--- config.mk ---
export PLATFORM = sky130hd
export DESIGN_NAME = instruction_fetch_unit
export DESIGN_NICKNAME = d
export VERILOG_FILES = /design/src/rtl/instruction_fetch_unit_pkg.sv /design/src/rtl/instruction_fetch_unit_ifid_pipe_reg.sv /design/src/rtl/instruction_fetch_unit.sv
export SDC_FILE = /design/constraint.sdc
export NUM_CORES = 1
export LEC_CHECK = 0
export BUFFER_PORTS_ARGS = -buffer_cell sky130_fd_sc_hd__buf_2
export CAP_MARGIN = 20
export CELL_PAD_IN_SITES_DETAIL_PLACEMENT = 1
export CELL_PAD_IN_SITES_GLOBAL_PLACEMENT = 1
export CORE_ASPECT_RATIO = 1.4
export CORE_MARGIN = 5
export CORE_UTILIZATION = 40
export DETAILED_ROUTE_END_ITERATION = 10
export GPL_TIMING_DRIVEN = 1
export PLACE_DENSITY_LB_ADDON = 0.1
export SETUP_SLACK_MARGIN = 0.05
export SYNTH_ARGS = -nofsm -noshare
export SYNTH_HDL_FRONTEND = slang
export SYNTH_SLANG_ARGS = --single-unit
--- constraint.sdc ---
create_clock -name Clk -period 3.85 [get_ports Clk]
set_input_delay 0.1925 -clock Clk [delete_from_list [all_inputs] [get_ports Clk]]
set_output_delay 0.1925 -clock Clk [all_outputs]
set_load 0.02 [all_outputs]
--- src/rtl/instruction_fetch_unit_pkg.sv ---
// ---------------------------------------------------------------------------
// instruction_fetch_unit_pkg
//   Shared constants and types for the MIPS fetch stage and its IF/ID register.
//   - NOP_INSTR        : bubble encoding (sll $0,$0,0)
//   - PC_INCR          : sequential fetch stride in bytes
//   - WORD_ALIGN_MASK  : clears the byte-offset bits of an address
//   - RESET_PC_DEFAULT : default reset vector
//   - ifid_t           : IF/ID payload (instruction word + its PC+4)
// ---------------------------------------------------------------------------
package instruction_fetch_unit_pkg;

    localparam logic [31:0] NOP_INSTR        = 32'h0000_0000;
    localparam logic [31:0] PC_INCR          = 32'd4;
    localparam logic [31:0] WORD_ALIGN_MASK  = 32'hFFFF_FFFC;
    localparam logic [31:0] RESET_PC_DEFAULT = 32'h0000_0000;

    typedef struct packed {
        logic [31:0] instr;
        logic [31:0] pc_plus4;
    } ifid_t;

    // A bubble is all zeros so downstream decode sees a plain nop.
    localparam ifid_t IFID_BUBBLE = '{instr: NOP_INSTR, pc_plus4: 32'h0000_0000};

    function automatic logic [31:0] word_align(input logic [31:0] addr);
        return addr & WORD_ALIGN_MASK;
    endfunction

    function automatic logic is_misaligned(input logic [31:0] addr);
        return |addr[1:0];
    endfunction

endpackage

--- src/rtl/instruction_fetch_unit_ifid_pipe_reg.sv ---
// ---------------------------------------------------------------------------
// instruction_fetch_unit_ifid_pipe_reg
//   Pipeline register between IF and ID with load-enable and bubble insert.
//   Bubble has priority over the load enable, so a flush lands even while the
//   stage is stalled. Written generically enough to reuse for later stages.
// Ports:
//   clk      in   clock, rising edge
//   rst_n    in   asynchronous active-low reset
//   load_en  in   1 = capture d with valid=1 (deasserted on stall -> hold)
//   bubble   in   1 = capture an all-zero entry with valid=0
//   d        in   incoming payload
//   q        out  registered payload
//   valid    out  registered valid bit
// ---------------------------------------------------------------------------
module instruction_fetch_unit_ifid_pipe_reg
    import instruction_fetch_unit_pkg::*;
(
    input  logic  clk,
    input  logic  rst_n,
    input  logic  load_en,
    input  logic  bubble,
    input  ifid_t d,
    output ifid_t q,
    output logic  valid
);

    ifid_t data_q, data_d;
    logic  valid_q, valid_d;

    always_comb begin
        data_d  = data_q;
        valid_d = valid_q;
        if (bubble) begin
            data_d  = IFID_BUBBLE;
            valid_d = 1'b0;
        end else if (load_en) begin
            data_d  = d;
            valid_d = 1'b1;
        end
    end

    always_ff @(posedge clk or negedge rst_n) begin
        if (!rst_n) begin
            data_q  <= IFID_BUBBLE;
            valid_q <= 1'b0;
        end else begin
            data_q  <= data_d;
            valid_q <= valid_d;
        end
    end

    assign q     = data_q;
    assign valid = valid_q;

endmodule

--- src/rtl/instruction_fetch_unit.sv ---
// ---------------------------------------------------------------------------
// instruction_fetch_unit
//   MIPS IF stage. Owns the PC, drives the instruction-memory address straight
//   from the PC register, and registers the returned word into IF/ID.
//   Next-PC priority: Redirect > Stall > sequential (PC+4, wraps at 2^32).
// Parameters:
//   RESET_PC          reset vector (word aligned)
//   FLUSH_ON_REDIRECT 1 = squash the wrong-path fetch on redirect,
//                     0 = keep it (branch delay slot)
//   CNT_W             width of FetchCount
// Ports:
//   Clk, Reset        clock / asynchronous active-low reset
//   InstrAddress      out  byte address to InstructionMemory (= PC)
//   Instruction       in   word for InstrAddress, same cycle
//   Stall             in   hold PC and IF/ID
//   Flush             in   bubble into IF/ID (PC unaffected)
//   Redirect          in   taken branch / jump resolved downstream
//   RedirectTarget    in   next PC when Redirect=1
//   IFID_Instruction  out  registered instruction
//   IFID_PCPlus4      out  registered PC+4 of that instruction
//   IFID_Valid        out  IF/ID holds a real instruction
//   AlignErr          out  sticky: a misaligned redirect target was seen
//   FetchCount        out  instructions accepted into IF/ID with Valid=1
// ---------------------------------------------------------------------------
module instruction_fetch_unit
    import instruction_fetch_unit_pkg::*;
#(
    parameter logic [31:0] RESET_PC          = RESET_PC_DEFAULT,
    parameter bit          FLUSH_ON_REDIRECT = 1'b1,
    parameter int          CNT_W             = 32
) (
    input  logic             Clk,
    input  logic             Reset,
    output logic [31:0]      InstrAddress,
    input  logic [31:0]      Instruction,
    input  logic             Stall,
    input  logic             Flush,
    input  logic             Redirect,
    input  logic [31:0]      RedirectTarget,
    output logic [31:0]      IFID_Instruction,
    output logic [31:0]      IFID_PCPlus4,
    output logic             IFID_Valid,
    output logic             AlignErr,
    output logic [CNT_W-1:0] FetchCount
);

    localparam logic [31:0] RESET_PC_ALIGNED = RESET_PC & WORD_ALIGN_MASK;

    logic [31:0]      pc_q, pc_d;
    logic             align_err_q, align_err_d;
    logic [CNT_W-1:0] fetch_count_q, fetch_count_d;

    logic [31:0] pc_plus4;
    logic        squash;
    logic        load_valid;
    ifid_t       ifid_in, ifid_out;

    assign pc_plus4 = pc_q + PC_INCR;

    // Flush always bubbles IF/ID; a redirect only does when configured to
    // squash. With delay-slot semantics the redirect cycle behaves like a
    // normal fetch for IF/ID (still subject to Stall holding it).
    assign squash     = Flush | (Redirect & FLUSH_ON_REDIRECT);
    assign load_valid = ~squash & ~Stall;

    always_comb begin
        pc_d          = pc_q;
        align_err_d   = align_err_q;
        fetch_count_d = fetch_count_q;

        if (Redirect) begin
            pc_d = word_align(RedirectTarget);
            if (is_misaligned(RedirectTarget)) begin
                align_err_d = 1'b1;
            end
        end else if (!Stall) begin
            pc_d = pc_plus4;
        end

        if (load_valid) begin
            fetch_count_d = fetch_count_q + CNT_W'(1);
        end
    end

    always_ff @(posedge Clk or negedge Reset) begin
        if (!Reset) begin
            pc_q          <= RESET_PC_ALIGNED;
            align_err_q   <= 1'b0;
            fetch_count_q <= '0;
        end else begin
            pc_q          <= pc_d;
            align_err_q   <= align_err_d;
            fetch_count_q <= fetch_count_d;
        end
    end

    assign ifid_in = '{instr: Instruction, pc_plus4: pc_plus4};

    instruction_fetch_unit_ifid_pipe_reg u_ifid (
        .clk     (Clk),
        .rst_n   (Reset),
        .load_en (~Stall),
        .bubble  (squash),
        .d       (ifid_in),
        .q       (ifid_out),
        .valid   (IFID_Valid)
    );

    assign InstrAddress     = pc_q;
    assign IFID_Instruction = ifid_out.instr;
    assign IFID_PCPlus4     = ifid_out.pc_plus4;
    assign AlignErr         = align_err_q;
    assign FetchCount       = fetch_count_q;

endmodule

==> Word level (Yosys, flattened, before mapping) <==
Cells that the tools add are included.
{ "totals": {"in_bits": 69, "ff_bits": 130, "output_inout_bits": 130, "elab_cells": 22} }
{ "op_classes": {"n_addsub": 2, "reduce_logical": 2, "muxes": 6, "bitwise": 4, "n_eq_ne": 2} }
{ "op_table": {"columns": ["op", "count"], "rows": [
  ["64-bit 2-to-1 mux", 2],
  ["32-bit 2-to-1 mux", 2],
  ["32-bit by 1-bit adder with 32-bit output (second input constant)", 1],
  ["32-bit by 3-bit adder with 32-bit output (second input constant)", 1],
  ["2-bit by 1-bit != test with 1-bit output (second input constant)", 2],
  ["1-bit 2-to-1 mux", 2],
  ["1-bit inverter", 2],
  ["2-bit AND reduction", 1],
  ["2-bit OR reduction", 1],
  ["1-bit bitwise AND", 1],
  ["1-bit OR", 1]
]} }

==> Longest topological paths before layout <==
{ "logic_depth": {"depth_word": 3, "mapped_depth": 7, "depth_no_buf": 5} }

==> Hierarchy <==
Synthesis repeated with hierarchy kept, for this count alone.
{ "unflattened": {"hier_cells": 622, "area_unflattened_um2": 6427.4} }
{ "by_module_without_submodules": {"columns": ["module", "seq_area_each_um2", "n_inst", "area_per_inst_um2", "cells_each"], "rows": [
  ["instruction_fetch_unit", 1576.5, 1, 3789.9, 413],
  ["instruction_fetch_unit_ifid_pipe_reg", 1626.6, 1, 2637.5, 209]
]} }

==> Least setup slack after synthesis <==
No wires, ideal clock.
{ "synth_path": {"path_kind": "reg-to-reg", "startpoint": "register fetch_count_q[0], in the netlist FetchCount[0]", "endpoint": "register fetch_count_q[30], in the netlist FetchCount[30]", "arrival_ps": 2232, "path_buffers": 0, "path_stages_with_launch": 6, "setup_time_ps": 129, "synth_period_minus_slack_ps": 2361, "required_ps": 3721, "slack_ps": 1489, "cell_sequence": "dfrtp_1 ha_1 or4b_2 nor4_1 nand4_1 xnor2_1"} }
{ "synth_via": {"elab_chain_cells": 1} }
{ "synth_lines": {"columns": ["item", "line_no", "text"], "rows": [
  ["start, declared", "instruction_fetch_unit.sv:51", "logic [CNT_W-1:0] fetch_count_q, fetch_count_d;"],
  ["start signal, assigned", "instruction_fetch_unit.sv:93", "fetch_count_q <= fetch_count_d;"],
  ["32-bit by 1-bit adder with 32-bit output", "instruction_fetch_unit.sv:81", "fetch_count_d = fetch_count_q + CNT_W'(1);"]
]} }
Every way passes these cells.
A chain may end at the register's enable or synchronous reset.

==> Final worst setup path <==
{ "layout_path": {"startpoint": "register fetch_count_q[0], in the netlist FetchCount[0]", "endpoint": "register fetch_count_q[16], in the netlist FetchCount[16]"} }
Same word-level chain as after synthesis.

==> results.txt <==
The run gives 0 as the hold violation total from the final report. The count of nets left with antenna violations once routing finished came out at 0. The number of instances in the synthesized netlist was 632; the total power per unit cell area was 461 nW/um^2. For the arrival time reported for the critical path endpoint, the log shows 2.93 ns. The logs give 13.6 mm for the post-detailed-placement half-perimeter wirelength and 0 for the number of gates given a new drive strength after cts.

The detailed router placed 5618 vias in this run. The total area inside the core boundary comes to 15500 sq um. The run gives 1.25 ns as the post-placement setup slack.

Of all cell types, the one taking the most synthesized area is sky130_fd_sc_hd__dfrtp_1. Setup slack on the worst reg-to-reg path comes out at 1.23 ns. Hold is met by 0.0117 ns. The worst path needs 2.62 ns of the cycle, external delays included.

The routed design uses 1.33 mm of met3 wire. The critical path in this run is classified as flip-flop to flip-flop. The sequential share of the synthesized area is 0.505. For the final database, setup skew stands at 0.0118 ns. The share of synthesized flip-flops with an asynchronous set or reset was 1.00; the effective utilization at floorplan was 0.403. Counting instances in the post-synthesis netlist gives the leading cell types as sky130_fd_sc_hd__dfrtp_1 (126), sky130_fd_sc_hd__nor2_1 (56), sky130_fd_sc_hd__nand2_1 (51). The synthesized design contains 0 enable-type register cells. Using the TritonRoute via totals, the vias-per-cell ratio works out to 5.49. In this run, CTS created clock tree buffers numbering 17. For this run, the post-layout net count is 885. The number of clock sinks was 126. Cell type of the slowest stage on the worst timing path: sky130_fd_sc_hd__nor4_1.

The width of the chip is 116 um. The combined area of the multi-input logic cells was 2860 sq um; the largest vdd supply drop was 0.000200 V. Number of synthesized register bits: 126.

The run gives 0 as the total number of yosys warnings. The post-synthesis cell area is 6240 sq um. The top flip-flop cell by instance count after synthesis is sky130_fd_sc_hd__dfrtp_1. The clock edge transition at the registers on the reported setup and hold paths was 0.06 ns; the overflow left after global routing was 0.

The most common cell in the synthesized netlist is sky130_fd_sc_hd__dfrtp_1. The worst setup path is launched from a flip-flop. STA classifies the critical path endpoint as a flip-flop. Static timing analysis puts the maximum clock frequency at 382 MHz. The logs give 6067 for the via count of the first global-routing pass and 0 for the total inserted antenna cells. The filler cell count in the final layout was 1826; the wire length of the first global-routing pass was 31.5 mm. The tools report the tightest slew margin relative to the limit as 0.342. After layout, the design draws a total of 3.71 mW.

The path class of the tightest hold or removal check is input pin to flip-flop. The routed design uses 10.3 mm of met2 wire. The count of buffers added on input and output ports is 194.

The logs give 47 for the number of distinct library cells after synthesis and 0 for the buffers inserted during post-CTS setup optimization. The clock latency reported for the late side of the worst-skew pair is 0.42 ns, and the number of detailed-routing iterations run before antenna repair is 4. The area growth from synthesis to layout is 28.8%, and the setup TNS after final layout is 0 ns. The logs give 0.217 for the total global routing track utilization and 3.87 nW for the reported leakage power. Walking the worst path, the cells encountered are ha_1 > or4b_2 > nor4_1 > nand4_1 > xnor2_1. In this run the mean area of a mapped cell was 9.87 sq um. Final routed wire length divided by cell count: 19.0 um.

The highest layer touched by signal routing is met4. The floorplan step set the die height to 158 um. For the initial antenna violation count, the log shows 0. Entering global routing, the biggest net connects 70 pins. The total DRC errors in the routed layout was 0. After detailed placement, the design holds a cell count of 979.

The final clock period utilization by the worst path is 0.680. TritonCTS built the clock tree. The longest clock path from root to sink contains 2 buffers. Excluding fillers, the count of instances in the completed layout stands at 1023.

For the worst setup path, the data required time is 4.16 ns. For the final design area excluding fillers, the log shows 8040 sq um. The flow ran to the end, and the final reports show no timing, DRC or antenna violations. The ratio of cells with drive above 1 in the final layout was 0.290. By area the synthesized netlist is led by sky130_fd_sc_hd__dfrtp_1 (51%), sky130_fd_sc_hd__mux2i_1 (5.1%), sky130_fd_sc_hd__xnor2_1 (4.2%), sky130_fd_sc_hd__o21ai_0 (3.7%), sky130_fd_sc_hd__xor2_1 (3.6%). The die covers 18200 sq um.

For this design the top-level I/O count stands at 199. The floorplan has 54 rows. The utilization after layout was 0.519; the largest fanout on the critical path was 6. Once routing completed, OpenROAD measured the worst setup slack at 1.23 ns.

For the storage element area, the log shows 3150 sq um. The root buffer cell chosen for the clock tree is sky130_fd_sc_hd__clkbuf_16. In this run the cell area measured after placement is 7300 sq um. Setup repair after global routing left no endpoint under its margin. The congestion estimate from routability-driven global placement came to 0.791. Across the run, the number of max-cap violations was 0. The met1 wire length was 7.57 mm.

For the depth of the CTS H-tree, the log shows 4. The share of Yosys cell area claimed by the top area cell type was 0.505. For this run, the slowest stage of the critical path takes 0.86 ns. The number of max-slew violations in the final report came out at 0.

At the pin with the least slew margin, the transition time is 0.978 ns. The final-report setup violation count came out at 0. The routed design has 19.4 mm of wire.

The run gives 259 as the number of DRC violations after detailed-routing iteration 0.
-- sequential cells by signal, summed over array words and instances, names as in the netlist --
| name | flops |
|---|---|
| u_ifid.q | 62 |
| u_ifid.valid | 1 |
| FetchCount | 32 |
| InstrAddress | 30 |
| AlignErr | 1 |
-- placed cells by master (no fill, tap or decap), types with 9 or more instances in the layout --
master / instances
sky130_fd_sc_hd__nand2_1: 51
sky130_fd_sc_hd__o31ai_1: 13
sky130_fd_sc_hd__nor4_1: 14
sky130_fd_sc_hd__xor2_1: 26
sky130_fd_sc_hd__or3_1: 11
sky130_fd_sc_hd__dfrtp_1: 126
sky130_fd_sc_hd__nor3_1: 17
sky130_fd_sc_hd__dlygate4sd3_1: 12
sky130_fd_sc_hd__nand4_1: 26
sky130_fd_sc_hd__and4_1: 9
sky130_fd_sc_hd__nand3_1: 17
sky130_fd_sc_hd__a31oi_1: 21
sky130_fd_sc_hd__a21oi_1: 12
sky130_fd_sc_hd__clkbuf_16: 17
sky130_fd_sc_hd__mux2i_1: 32
sky130_fd_sc_hd__or4_1: 19
sky130_fd_sc_hd__buf_2: 193
sky130_fd_sc_hd__o21ai_0: 46
sky130_fd_sc_hd__nor2_1: 56
sky130_fd_sc_hd__xnor2_1: 30
-- kinds of logic after synthesis --
kind of cell,after synthesis,synth area share
AND/OR/NAND/NOR,249,0.214
flip-flops,126,0.505
AO/OA/AOI/OAI,109,0.106
XOR/XNOR,56,0.0786
buffers and inverters,56,0.0387
multiplexers,33,0.0531
adder cells (fa/ha/maj),2,0.00401
other,1,0.000601
-- where the power goes --
group	total, mW	internal, mW	switching, mW	leakage (nW)
Clock	1.68	1.06	0.626	0.301
Sequential	1.52	1.40	0.121	1.66
Combinational	0.498	0.187	0.310	1.91
Total	3.71	2.65	1.06	3.87
-- cell type report --
class / count / area share
sequential: 126 / 0.392
multi-input combinational: 453 / 0.355
timing repair buffer: 212 / 0.143
clock buffer: 20 / 0.0568
tap: 196 / 0.0305
clock inverter: 12 / 0.0199
inverter: 4 / 0.00187
-- worst max-delay path: cells and delay by family (launching register included) --
kind / cells / cell delay [ns]
XOR/XNOR: 1 / 0.17
AND/OR/NAND/NOR: 3 / 1.73
adder cells (fa/ha/maj): 1 / 0.19
flip-flops: 1 / 0.42
-- timing repair --
action | CTS | global route
hold endpoints to repair | 68 | 0
hold buffers | 12 | 0
setup endpoints to repair | 0 | 0
-- path summary, 6_finish.rpt --
kind                                    start                to  cells after the start
min reg2reg                    FetchCount[31]    FetchCount[31]                      1
min                        RedirectTarget[20]  InstrAddress[20]                      3
max                             FetchCount[0]    FetchCount[16]                      5
min in group asynchronous               Reset  InstrAddress[21]                      2
max reg2reg                     FetchCount[0]    FetchCount[16]                      5
max in group asynchronous               Reset      u_ifid.q[26]                      3
-- per-layer routing --
metal  GRT usage  vias to the layer above
met3      0.0604                       18
li1            -                     2648
met5           0                        -
met2       0.390                      152
met1       0.248                     2800
met4      0.0666                        0
No activity file was read; power rests on OpenSTA's default activity.
